===== config.mk =====
export PLATFORM = sky130hd
export DESIGN_NAME = unfac_4_stream
export DESIGN_NICKNAME = d
export VERILOG_FILES = /design/src/rtl/gf_fac_pkg.sv /design/src/rtl/fac_4_check.sv /design/src/rtl/unfac_4_stream.sv
export SDC_FILE = /design/constraint.sdc
export NUM_CORES = 1
export LEC_CHECK = 0
export CORE_MARGIN = 1
export CORE_UTILIZATION = 48
export CTS_BUF_LIST = sky130_fd_sc_hd__clkbuf_2 sky130_fd_sc_hd__clkbuf_4 sky130_fd_sc_hd__clkbuf_8
export DETAILED_ROUTE_END_ITERATION = 10
export GPL_TIMING_DRIVEN = 0
export PLACE_DENSITY = 0.77
export SLEW_MARGIN = 20
export SYNTH_ARGS = -nofsm -noshare
export SYNTH_HDL_FRONTEND = slang
export SYNTH_SLANG_ARGS = --single-unit

===== constraint.sdc =====
create_clock -name clk -period 1.6 [get_ports clk]
set_input_delay 0.24 -clock clk [delete_from_list [all_inputs] [get_ports clk]]
set_output_delay 0.24 -clock clk [all_outputs]
set_load 0.005 [all_outputs]

===== src/rtl/gf_fac_pkg.sv =====
// Shared definitions for the 4-bit shared-factor word: field positions,
// widths, check-vector layout, FSM encoding and the recovered-nibble payload.
package gf_fac_pkg;

  localparam int unsigned FAC_W = 9;
  localparam int unsigned NIB_W = 4;

  // Field positions inside the 9-bit factor word
  localparam int unsigned AA_BIT = 8;
  localparam int unsigned SA_MSB = 7;
  localparam int unsigned SA_LSB = 6;
  localparam int unsigned AH_BIT = 5;
  localparam int unsigned HI_MSB = 4;
  localparam int unsigned HI_LSB = 3;
  localparam int unsigned AL_BIT = 2;
  localparam int unsigned LO_MSB = 1;
  localparam int unsigned LO_LSB = 0;

  // Per-check error vector layout
  localparam int unsigned CHK_W  = 4;
  localparam int unsigned CHK_SA = 0;
  localparam int unsigned CHK_AH = 1;
  localparam int unsigned CHK_AL = 2;
  localparam int unsigned CHK_AA = 3;

  localparam logic [0:0] ST_RUN  = 1'b0;
  localparam logic [0:0] ST_HALT = 1'b1;

  typedef struct packed {
    logic             err;
    logic [NIB_W-1:0] nib;
  } nib_word_t;

endpackage


===== src/rtl/fac_4_check.sv =====
// Combinational consistency checker for one factor word: recovers the nibble
// and reports which redundant sums disagree with it.
module fac_4_check
  import gf_fac_pkg::*;
(
  input  logic [FAC_W-1:0] fac,
  output logic [NIB_W-1:0] nib_c,
  output logic [CHK_W-1:0] chk_c
);

  logic [1:0] hi;
  logic [1:0] lo;
  logic [1:0] sa;

  assign hi = fac[HI_MSB:HI_LSB];
  assign lo = fac[LO_MSB:LO_LSB];
  assign sa = fac[SA_MSB:SA_LSB];

  always_comb begin
    chk_c         = '0;
    chk_c[CHK_SA] = sa != (hi ^ lo);
    chk_c[CHK_AH] = fac[AH_BIT] != (hi[1] ^ hi[0]);
    chk_c[CHK_AL] = fac[AL_BIT] != (lo[1] ^ lo[0]);
    chk_c[CHK_AA] = fac[AA_BIT] != (sa[1] ^ sa[0]);
  end

  assign nib_c = {hi, lo};

endmodule


===== src/rtl/unfac_4_stream.sv =====
// Streaming factor-word checker: recovers nibbles with an error flag through an
// output register plus one skid entry, tracks error status and optionally halts.
module unfac_4_stream
  import gf_fac_pkg::*;
#(
  parameter int unsigned ERR_CNT_W   = 8,
  parameter bit          HALT_ON_ERR = 1'b0
)
(
  input  logic                 clk,
  input  logic                 rst,
  input  logic                 in_valid,
  output logic                 in_ready,
  input  logic [FAC_W-1:0]     in_q,
  output logic                 out_valid,
  input  logic                 out_ready,
  output logic [NIB_W-1:0]     out_a,
  output logic                 out_err,
  input  logic                 clr_err,
  output logic                 sticky_err,
  output logic [ERR_CNT_W-1:0] err_cnt,
  output logic                 halted
);

  logic [NIB_W-1:0] chk_nib;
  logic [CHK_W-1:0] chk_vec;
  nib_word_t        in_word;
  logic             accept;

  fac_4_check u_check (
    .fac   (in_q),
    .nib_c (chk_nib),
    .chk_c (chk_vec)
  );

  assign in_word = '{err: |chk_vec, nib: chk_nib};
  assign accept  = in_valid && in_ready;

  logic [0:0]           state;
  logic [0:0]           state_nxt;
  nib_word_t            out_word;
  nib_word_t            out_word_nxt;
  nib_word_t            skid_word;
  nib_word_t            skid_word_nxt;
  logic                 skid_valid;
  logic                 skid_valid_nxt;
  logic                 out_valid_nxt;
  logic                 in_ready_nxt;
  logic                 sticky_nxt;
  logic [ERR_CNT_W-1:0] err_cnt_nxt;

  // Next-state: buffering, error bookkeeping and RUN/HALT control
  always_comb begin
    state_nxt      = state;
    out_word_nxt   = out_word;
    out_valid_nxt  = out_valid;
    skid_word_nxt  = skid_word;
    skid_valid_nxt = skid_valid;
    sticky_nxt     = sticky_err;
    err_cnt_nxt    = err_cnt;

    // in_ready is low whenever skid is full, so accept and a full skid never coincide
    if (!out_valid || out_ready) begin
      if (skid_valid) begin
        out_word_nxt   = skid_word;
        out_valid_nxt  = 1'b1;
        skid_valid_nxt = 1'b0;
      end else if (accept) begin
        out_word_nxt  = in_word;
        out_valid_nxt = 1'b1;
      end else begin
        out_valid_nxt = 1'b0;
      end
    end else if (accept) begin
      skid_word_nxt  = in_word;
      skid_valid_nxt = 1'b1;
    end

    // Clear first so a same-cycle faulty accept still registers afterwards
    if (clr_err) begin
      sticky_nxt  = 1'b0;
      err_cnt_nxt = '0;
      if (state == ST_HALT) begin
        state_nxt = ST_RUN;
      end
    end

    if (accept && in_word.err) begin
      sticky_nxt = 1'b1;
      if (err_cnt_nxt != '1) begin
        err_cnt_nxt = err_cnt_nxt + ERR_CNT_W'(1);
      end
      if (HALT_ON_ERR) begin
        state_nxt = ST_HALT;
      end
    end

    in_ready_nxt = !skid_valid_nxt && (state_nxt == ST_RUN);
  end

  always_ff @(posedge clk) begin
    if (rst) begin
      state      <= ST_RUN;
      out_word   <= '0;
      out_valid  <= 1'b0;
      skid_word  <= '0;
      skid_valid <= 1'b0;
      in_ready   <= 1'b1;
      sticky_err <= 1'b0;
      err_cnt    <= '0;
      halted     <= 1'b0;
    end else begin
      state      <= state_nxt;
      out_word   <= out_word_nxt;
      out_valid  <= out_valid_nxt;
      skid_word  <= skid_word_nxt;
      skid_valid <= skid_valid_nxt;
      in_ready   <= in_ready_nxt;
      sticky_err <= sticky_nxt;
      err_cnt    <= err_cnt_nxt;
      halted     <= (state_nxt == ST_HALT);
    end
  end

  assign out_a   = out_word.nib;
  assign out_err = out_word.err;

endmodule

==> results of run 1 <==
cells by family (layout without fill, tap and decap cells):
logic type                after synthesis  count (layout)
buffers and inverters                  11              42
muxes                                   5               5
AOI/OAI and AO/OA                      29              29
and+or+nand+nor                        54              54
DFF                                    23              23
xor gates and xnor gates                6               6
power by group:
part | total [mW] | switching, mW | internal, mW
combinational | 0.209 | 0.105 | 0.105
sequential | 0.610 | 0.0148 | 0.596
clock | 0.296 | 0.182 | 0.115
through the flow:
stage,instance area [um^2],utilization,cells
6_report,1520,0.7373,186
5_1_grt,1520,0.7373,186
4_1_cts,1469,0.7124,188
3_5_place_dp,1420,0.6887,184
3_3_place_gp,1420,0.6887,184
2_1_floorplan,1096,-,128
state kept, by name, indices dropped and copies added, names as in the netlist:
name	count
err_cnt	8
skid_word	5
out_a	4
in_ready	1
out_err	1
out_valid	1
skid_valid	1
state	1
sticky_err	1
worst max path at each step:
| stage | start | endpoint | slack [ns] |
|---|---|---|---|
| finish | in_q[8] | err_cnt[0] | -0.005 |
| global route | in_q[8] | err_cnt[0] | -0.07 |
| CTS | in_q[6] | err_cnt[0] | -0.05 |
| detailed placement | in_q[1] | err_cnt[0] | -0.51 |
| global placement | in_q[1] | err_cnt[0] | -0.46 |
| floorplan | in_q[1] | err_cnt[0] | 0.19 |
layer usage:
| metal | wire length, um | vias to the layer above |
|---|---|---|
| met5 | 0 | - |
| met4 | 84 | 0 |
| met3 | 114 | 8 |
| met2 | 1325 | 33 |
| met1 | 1228 | 504 |
| li1 | - | 525 |
cells in the mapped netlist, drive strengths merged (2+ instances only):
| master | count | share of area |
|---|---|---|
| a211oi | 5 | 0.034 |
| a21oi | 11 | 0.050 |
| and3 | 4 | 0.027 |
| clkbuf | 6 | 0.021 |
| dfxtp | 23 | 0.42 |
| inv | 4 | 0.014 |
| mux2i | 4 | 0.037 |
| nand2 | 6 | 0.021 |
| nand2b | 2 | 0.011 |
| nand3 | 9 | 0.041 |
| nand4 | 2 | 0.011 |
| nor2 | 13 | 0.047 |
| nor2b | 2 | 0.011 |
| nor3 | 7 | 0.037 |
| o21ai | 5 | 0.023 |
| or3 | 3 | 0.017 |
| xor2 | 5 | 0.040 |
critical path: stages:
cell	delay, ns
clkdlybuf4s50_1	0.42
xor2_1	0.16
xnor2_1	0.32
o221ai_4	0.23
nand3_1	0.12
mux2_2	0.33
cell type report:
| type | count | share of cell area |
|---|---|---|
| timing repair buffer | 29 | 0.1909 |
| inverter | 4 | 0.009877 |
| multi-input combinational | 94 | 0.4412 |
| tap | 27 | 0.02222 |
| buffer | 5 | 0.01317 |
| clock buffer | 4 | 0.01975 |
| sequential | 23 | 0.3029 |
what timing repair did:
action,4_1_cts,5_1_grt
setup buffers,0,0
gates resized for setup,9,10
setup endpoints to repair,15,16
pin swaps,4,1
hold buffers,0,0
==> results by group, run 1 <==
Outcome
  • Run status: finished with violations
  • Violated checks: negative setup slack

Synthesis
  • Dominant combinational cell family by area after synthesis: simple AND/OR/NAND/NOR gates
  • Synth Flop Type: dfxtp_1
  • FF+latch count, synth: 23
  • Cell Area, Synth: 1096 um^2
  • Synth Area in XOR/XNOR: 0.04795
  • EDFF count, synth: 0
  • Async set or reset register ratio after synthesis: 0
  • Post-synthesis cell count: about 130
  • Synth Area in Compound Gates: 0.1838
  • Simple-gate share of the synthesized area: 0.2637
  • Syn Nets: 142
  • Avg Synthesized Cell Area: about 8.6 um^2
  • Mux share of post-synthesis cell area: 0.04680
  • Ys Warns: 0
  • Cell variety after synth: 37
  • Sequential fraction of the synthesis area: 0.4201
  • Area share of fa/ha/maj cells after synthesis: 0

Timing
  • Slew margin rel.: 0.6903
  • Max Slew Vio Count: 0
  • Fin crit share: 1.003
  • Final hold vios: 0
  • Peak Freq: ~620 MHz
  • Final worst path period need: 1.605 ns
  • Clock Skews: 0.008966 ns
  • RSZ-0062 raised after global routing: true
  • Worst setup margin: -0.004583 ns
  • Final TNS setup: -0.004583 ns
  • Worst slew pin tran: 0.4645 ns
  • Final setup vio count: 1
  • Hold Worst Slack: between 0.3 and 0.4 ns

Worst setup path
  • Reg-to-Reg End: err_cnt[3]
  • CP Capture Type: register
  • Crit-path max FO: 7
  • Startpoint Class: input pin
  • Required @ worst endpoint: between 1.5 and 2 ns
  • Setup Crit Path Kind: input pin to register
  • Worst reg2reg startpoint: err_cnt[0]
  • Worst r2r path cells: 5
  • R2r setup slk: 0.10 ns
  • CP arrival: 1.82 ns

Floorplanning
  • Site Rows: 16
  • Die width: 49.79 um
  • Die Ht: 49.79 um
  • Die area: 2479 um^2
  • Core ar.: between 2000 and 2500 um^2
  • Starting density of the core: 0.5316
  • Ports: 31

Routing
  • Drt via density: roughly 5.8
  • First-pass DRT Iterations: 4
  • Vias: 1070
  • Wire per inst: 14.80 um
  • DRC violations left: 0
  • Final WL: 2753 um
  • Initial DRC count: 18
  • Final ANT Viol Nets: 0

Power and ir drop
  • Leakage: ~0.54 nW
  • Tot Pwr: 1.116 mW
  • Power Density: 734.0 nW/um^2
  • Worst VDD drop: 0.7312 mV

CTS
  • CTS sink cnt: 23
  • CTS tree: done
  • CTS Buf Count: 3
  • CTS Buffer Depth: 2
  • Clock Pin Slew Worst Setup and Hold Paths: 0.13 ns
  • H-tree levels: 1
  • CTS root buffer: clkbuf_4
  • Clock latency at the later pin of the worst-skew pair: between 0.3 and 0.4 ns

Global routing
  • M2 GR Usage: 0.3649
  • GR Util met3: 0.04012
  • Vias in the first global route: between 900 and 1000
  • Initial antenna violation count: 0
  • First-pass GRT wire length: 4319 um
  • Aggregate global routing overflow: 0
  • Total GRT Usage: 0.2378
  • GRT met1 Usage: 0.2945
  • Largest net degree at the start of global routing: 13
  • GRT Max-Usage Layer: met2

Cells and area
  • Layout Nets: 174
  • Fraction of layout cells with a size suffix above 1: 0.1384
  • Register area: 460.4 um^2
  • Layout area overhead: 38.70%
  • Highest-count cells in the layout ignoring fill and taps: 23 x dfxtp_1, 23 x clkdlybuf4s50_1, 12 x nor2_1
  • Fillers: 162
  • ANT cells: 0
  • Multi-input logic area: 670.6 um^2

Hold path
  • Hold Path Class: input pin to register
  • Hold Path Depth: 2
  • Hold Path End: out_a[3]
  • HP Start: rst

Run
  • Max-cap viol count: 0

Placement
  • Pre-CTS setup slack: -0.5052 ns
  • RD Place Congestion: approximately 0.82
  • Post-DP HPWL: around 1900 um
  • Port Buffer Count: 29
Note: power is estimated with default switching activity, not from simulation.
==> inputs of run 2 (changes only) <==
CORE_MARGIN = default   (was 1)
==> results of run 2 <==
No change in the layout: final DEF, timing and power equal those of run 1.
